$ cat config.mk
export PLATFORM = sky130hd
export DESIGN_NAME = periph_timer_gpio
export DESIGN_NICKNAME = d
export VERILOG_FILES = /design/src/rtl/fe_pkg.sv /design/src/rtl/periph_timer_gpio_tick_divider.sv /design/src/rtl/periph_timer_gpio.sv
export SDC_FILE = /design/constraint.sdc
export NUM_CORES = 1
export LEC_CHECK = 0
export ABC_AREA = 1
export CORE_ASPECT_RATIO = 0.75
export CORE_MARGIN = 1
export CORE_UTILIZATION = 40
export DETAILED_ROUTE_END_ITERATION = 10
export HOLD_SLACK_MARGIN = 0.03
export PLACE_DENSITY_LB_ADDON = 0.2
export SETUP_SLACK_MARGIN = 0.02
export SLEW_MARGIN = 20
export SYNTH_ARGS = -nofsm -noshare
export SYNTH_HDL_FRONTEND = slang
export SYNTH_SLANG_ARGS = --single-unit
export TNS_END_PERCENT = 10
$ cat constraint.sdc
create_clock -name clk -period 2.2 [get_ports clk]
set_input_delay 0.44 -clock clk [delete_from_list [all_inputs] [get_ports clk]]
set_output_delay 0.44 -clock clk [all_outputs]
set_load 0.005 [all_outputs]
$ cat src/rtl/fe_pkg.sv
// Shared front-end definitions: RV32I operand types plus the register map and
// control-bit layout of the timer/GPIO peripheral, used by RTL and firmware alike.
package fe_pkg;

  typedef logic [31:0] rv_word_t;
  typedef logic [4:0]  rv_reg_t;
  typedef logic [11:0] rv_imm12_t;

  localparam logic [7:0] OFF_GPIO_IN    = 8'h00;
  localparam logic [7:0] OFF_GPIO_OUT   = 8'h04;
  localparam logic [7:0] OFF_GPIO_SET   = 8'h08;
  localparam logic [7:0] OFF_GPIO_CLR   = 8'h0C;
  localparam logic [7:0] OFF_EDGE_FLAGS = 8'h10;
  localparam logic [7:0] OFF_EDGE_MASK  = 8'h14;
  localparam logic [7:0] OFF_TICK_DIV   = 8'h18;
  localparam logic [7:0] OFF_TICK_CTRL  = 8'h1C;

  localparam int TICK_CTRL_EN_BIT  = 0;
  localparam int TICK_CTRL_CLR_BIT = 1;

endpackage

$ cat src/rtl/periph_timer_gpio_tick_divider.sv
// Programmable terminal-count divider: counts 0..div while enabled and pulses
// hit for one cycle at the terminal count.
module tick_divider
  import fe_pkg::*;
#(
  parameter int DATA_WIDTH = 32
) (
  input  logic                  clk,
  input  logic                  rst,
  input  logic                  enable,
  input  logic                  restart,
  input  logic [DATA_WIDTH-1:0] div,
  output logic                  hit
);

  logic [DATA_WIDTH-1:0] cnt;

  // A terminal count coinciding with a restart still counts as a hit.
  assign hit = enable && (cnt == div);

  always_ff @(posedge clk) begin
    if (rst) begin
      cnt <= '0;
    end else if (restart || hit) begin
      cnt <= '0;
    end else if (enable) begin
      cnt <= cnt + DATA_WIDTH'(1);
    end
  end

endmodule

$ cat src/rtl/periph_timer_gpio.sv
// Memory-mapped GPIO port with rising-edge capture flags, an interrupt line and
// a runtime-programmable tick generator, decoded within one bus window.
module periph_timer_gpio
  import fe_pkg::*;
#(
  parameter int          DATA_WIDTH   = 32,
  parameter int          GPIO_WIDTH   = 8,
  parameter int          OFFSET_WIDTH = 5,
  parameter logic [31:0] DEFAULT_DIV  = 32'd24_999_999
) (
  input  logic                    clk,
  input  logic                    rst,
  input  logic [OFFSET_WIDTH-1:0] bus_addr,
  input  logic [DATA_WIDTH-1:0]   bus_wrdata,
  input  logic                    bus_wren,
  output logic [DATA_WIDTH-1:0]   bus_rddata,
  input  logic [GPIO_WIDTH-1:0]   gpio_port_in,
  output logic [GPIO_WIDTH-1:0]   gpio_port_out,
  output logic                    tick_out,
  output logic                    irq
);

  logic [OFFSET_WIDTH-1:0] off;
  logic                    unused_addr_bits;
  logic [GPIO_WIDTH-1:0]   wdata_g;
  logic wr_out, wr_set, wr_clr, wr_flags, wr_mask, wr_div, wr_ctrl;

  logic [GPIO_WIDTH-1:0] sync1, sync2, hist;
  logic [GPIO_WIDTH-1:0] gpio_out, flags, mask, rise;
  logic [DATA_WIDTH-1:0] tick_div;
  logic                  tick_en, tick_q, tick_hit, irq_q;
  logic [31:0]           tick_count;

  // Byte lanes are not decoded; every register is word-aligned.
  assign off              = {bus_addr[OFFSET_WIDTH-1:2], 2'b00};
  assign unused_addr_bits = ^bus_addr[1:0];
  assign wdata_g          = bus_wrdata[GPIO_WIDTH-1:0];

  assign wr_out   = bus_wren && (off == OFFSET_WIDTH'(OFF_GPIO_OUT));
  assign wr_set   = bus_wren && (off == OFFSET_WIDTH'(OFF_GPIO_SET));
  assign wr_clr   = bus_wren && (off == OFFSET_WIDTH'(OFF_GPIO_CLR));
  assign wr_flags = bus_wren && (off == OFFSET_WIDTH'(OFF_EDGE_FLAGS));
  assign wr_mask  = bus_wren && (off == OFFSET_WIDTH'(OFF_EDGE_MASK));
  assign wr_div   = bus_wren && (off == OFFSET_WIDTH'(OFF_TICK_DIV));
  assign wr_ctrl  = bus_wren && (off == OFFSET_WIDTH'(OFF_TICK_CTRL));

  assign rise = sync2 & ~hist;

  tick_divider #(
    .DATA_WIDTH(DATA_WIDTH)
  ) u_tick_divider (
    .clk    (clk),
    .rst    (rst),
    .enable (tick_en),
    .restart(wr_div || wr_ctrl),
    .div    (tick_div),
    .hit    (tick_hit)
  );

  always_ff @(posedge clk) begin
    if (rst) begin
      sync1      <= '0;
      sync2      <= '0;
      hist       <= '0;
      gpio_out   <= '0;
      flags      <= '0;
      mask       <= '0;
      irq_q      <= 1'b0;
      tick_div   <= DATA_WIDTH'(DEFAULT_DIV);
      tick_en    <= 1'b1;
      tick_q     <= 1'b0;
      tick_count <= '0;
    end else begin
      sync1 <= gpio_port_in;
      sync2 <= sync1;
      hist  <= sync2;

      if (wr_out) begin
        gpio_out <= wdata_g;
      end else if (wr_set) begin
        gpio_out <= gpio_out | wdata_g;
      end else if (wr_clr) begin
        gpio_out <= gpio_out & ~wdata_g;
      end

      // A new edge beats a simultaneous write-one-to-clear.
      flags <= (flags & ~(wr_flags ? wdata_g : '0)) | rise;
      if (wr_mask) mask <= wdata_g;
      irq_q <= |(flags & mask);

      if (wr_div)  tick_div <= bus_wrdata;
      if (wr_ctrl) tick_en  <= bus_wrdata[TICK_CTRL_EN_BIT];
      if (tick_hit) tick_q  <= ~tick_q;

      if (wr_ctrl && bus_wrdata[TICK_CTRL_CLR_BIT]) begin
        tick_count <= '0;
      end else if (tick_hit) begin
        tick_count <= tick_count + 32'd1;
      end
    end
  end

  always_comb begin
    bus_rddata = '0;
    case (off)
      OFFSET_WIDTH'(OFF_GPIO_IN):    bus_rddata = DATA_WIDTH'(sync2);
      OFFSET_WIDTH'(OFF_GPIO_OUT):   bus_rddata = DATA_WIDTH'(gpio_out);
      OFFSET_WIDTH'(OFF_EDGE_FLAGS): bus_rddata = DATA_WIDTH'(flags);
      OFFSET_WIDTH'(OFF_EDGE_MASK):  bus_rddata = DATA_WIDTH'(mask);
      OFFSET_WIDTH'(OFF_TICK_DIV):   bus_rddata = tick_div;
      // Control bits are not readable; the slot carries the low 30 bits of TICK_COUNT.
      OFFSET_WIDTH'(OFF_TICK_CTRL):  bus_rddata = DATA_WIDTH'({tick_count[29:0], 2'b00});
      default:                       bus_rddata = '0;
    endcase
  end

  assign gpio_port_out = gpio_out;
  assign tick_out      = tick_q;
  assign irq           = irq_q;

endmodule

==> run_results.csv <==
group,metric,value,unit
logic_synthesis,synth_edf_count,0,
die,ios,90,
place,pre_cts_ws,-0.525,ns
global_route,track_usage,24.5,%
logic_synthesis,synth_top_area_share,39.3,%
place,place_area,8680,µm²
global_route,met3_usage,4.94,%
routing,post_drt_wl_per_cell,15.5,µm
die,initial_utilization,41.4,%
global_route,met2_usage,35.7,%
critical_path,r2r_start,"tick_en",
cts,cts_tree,"yes",
logic_synthesis,yosysTopAreaCell,"dfxtp_1",
critical_path,critPathKind,"in2out",
critical_path,crit_fanout,6,
routing,wl,22600,µm
global_route,antenna_found_initial,0,
die,fp.dieH,120,µm
timing,fin_ws,0.0697,ns
global_route,gr-total-overflow,0,
layout,drive_gt1_share,9.65,%
routing,first_iter_violations,692,
job,maxCapViolCount,0,
cts,cts_htree_levels,4,
cts,numCtsBuffers,17,
logic_synthesis,synth.most_common_cell,"nand2_1",
critical_path,worstSetupStartpointType,"input pin",
timing,max_freq,469,MHz
cts,cts_buffer_depth,2,
power,power.leakage,0.00372,µW
outcome,status,"complete, no violations",
timing,slew_headroom,63.2,%
logic_synthesis,synth_fp_nets,1145,
logic_synthesis,synth_area,7390,µm²
logic_synthesis,synth-warning-count,0,
critical_path,worst_r2r_path_depth,7,
cts,clock_latency,0.43,ns
place,detailed_place_hpwl,16800,µm
logic_synthesis,synthFlopType,"dfxtp_1",
logic_synthesis,synth-seq-cells,145,
global_route,use_met1,36.2,%
logic_synthesis,synth_area_per_cell,6.75,µm²
timing,rsz0062_at_grt,"true",
timing,tns,0,ns
die,die_x,159,µm
die,rows,42,
min_path,hold-path-endpoint,"mask[0]",
critical_path,cpMaxStageDelayCell,"dlygate4sd2_1",
layout,insertedDiodeCount,0,
global_route,grt_pass1_vias,6752,
min_path,whs_path_depth,2,
layout,final_area,9390,µm²
die,core_area,17900,µm²
cts,clock-sinks,145,
timing,skew,0.0140,ns
timing,worst_slew_pin_slew,0.551,ns
min_path,hold_path_startpoint,"rst",
logic_synthesis,yosysUniqueCellTypes,37,
global_route,busiest_layer,"met1",
critical_path,path_delay_family,"buffers and inverters",
logic_synthesis,ys_seq_area_share,39.3,%
critical_path,r2r-end,"u_tick_divider.cnt[17]",
min_path,hp-class,"in2reg",
critical_path,arrival,1.69,ns
timing,final.min_clock_period,2.13,ns
timing,finalHoldViolations,0,
timing,slew_viol_final,0,
cts,clock-root-buffer,"clkbuf_16",
logic_synthesis,ys_async_sr_fraction,0,%
critical_path,critPathMaxStageDelay,0.27,ns
critical_path,rrSetupSlack,0.32,ns
global_route,grt_pass1_wl,36100,µm
layout,final_cells,1455,
critical_path,cp-startpoint,"bus_addr[3]",
global_route,grt_max_degree,50,
routing,avgViaCountPerCell,5.09,
die,die_area,19000,µm²
logic_synthesis,synthTopCellsByCount,"247 x nand2_1, 145 x dfxtp_1, 142 x inv_1",
routing,post-route-drc-count,0,
timing,post-route-period-util,96.8,%
routing,ant_nets,0,
critical_path,crit_buf_inv,5,
layout,synthToLayoutAreaGrowth,27.0,%
routing,first_pass_iters,5,
critical_path,crit_chain,"dlygate4sd2_1, inv_2, nor2_2, nand2_2, inv_2, buf_4, a22oi_1, nand3_1, dlygate4sd2_1",
layout,fin_nets,1250,
routing,num_vias,7400,
cts,clk_pin_slew,0.07,ns
place,place.gp.congestion,0.893,
critical_path,critPathCaptureType,"output pin",
place,placed_cells,1419,
power,peakVddDrop,0.411,mV
timing,setup_viol,0,
power,power.density,686,nW/µm²
place,port_buffers,87,
logic_synthesis,synthCells,1095,
critical_path,critPathRequiredTime,1.76,ns
logic_synthesis,ys_top_cells_by_area,"dfxtp_1 39%, nand2_1 13%, inv_1 7.2%, nor2_1 7.0%, nand3_1 5.7%",
[layer usage]
| metal | vias to the layer above | wire (µm) |
|---|---|---|
| li1 | 3776 | - |
| met1 | 3405 | 11500 |
| met2 | 197 | 9400 |
| met3 | 22 | 1410 |
| met4 | 0 | 274 |
| met5 | - | 0 |
[cells by family (layout without fill, tap and decap cells)]
group	Yosys count	count (layout)	share of synthesized area, %
compound gates	158	158	11.8
xor+xnor	43	43	5.09
fa+ha+maj	2	2	0.338
buf+inv	190	308	10.5
flops	145	145	39.3
simple gates	557	557	33.0
[what timing repair did]
action	CTS	global route
pin swaps	10	5
resized for setup	62	10
endpoints found under the setup margin	32	27
setup buffers	2	1
cloned	1	0
endpoints found under the hold margin	0	0
hold buffers	0	0
[layout by cell type (no fill, tap or decap), types with 21 or more instances in the layout]
master / instances
inv_1: 137
nand3_1: 84
nor2_1: 132
nand2_1: 246
nand4_1: 46
clkdlybuf4s50_1: 51
nor3_1: 21
buf_4: 33
a21oi_1: 76
dlygate4sd2_1: 28
dfxtp_1: 145
o21ai_0: 46
xnor2_1: 25
[through the flow]
step / util [%] / power, µW / hold slack [ns]
floorplan: - / 3010 / 0.388
global placement: 48.6 / 3270 / 0.390
detailed placement: 48.6 / 3270 / 0.397
CTS: 52.5 / 6460 / 0.338
global route: 52.5 / 6640 / 0.345
finish: 52.5 / 6440 / 0.332
[final cells by class]
| class | instances | area (µm²) |
|---|---|---|
| Tap cell | 242 | 303 |
| Timing Repair Buffer | 129 | 1210 |
| Clock buffer | 19 | 433 |
| Clock inverter | 13 | 210 |
| Fill cell | 1793 | 8480 |
| Inverter | 146 | 554 |
| Multi-Input combinational cell | 760 | 3770 |
| Timing Repair inverter | 1 | 6.26 |
| Sequential cell | 145 | 2900 |
[state kept, by name, indices dropped and copies added (netlist names), named ones only]
name and count:
tick_en 1, hist 8, sync1 8, u_tick_divider.cnt 32
sync2 8, tick_out 1, mask 8, flags 8
tick_div 32, tick_count 30, irq 1
[power by group]
part	leakage, µW	internal (µW)	switching (µW)	total [µW]
Combinational	0.00223	222	264	486
Clock	0.000308	2020	1190	3210
Sequential	0.00118	2690	50.8	2740
Total	0.00372	4930	1510	6440
[worst max path at each step]
| stage | slack, ns | depth (start not counted) | to |
|---|---|---|---|
| 2_1_floorplan | 0.29 | 8 | bus_rddata[2] |
| 3_3_place_gp | -0.52 | 6 | bus_rddata[13] |
| 3_5_place_dp | -0.52 | 9 | bus_rddata[2] |
| 4_1_cts | 0.009 | 8 | bus_rddata[7] |
| 5_1_grt | 0.01 | 7 | bus_rddata[0] |
| 6_report | 0.07 | 9 | bus_rddata[5] |
Power figures use the tool's default switching activity.
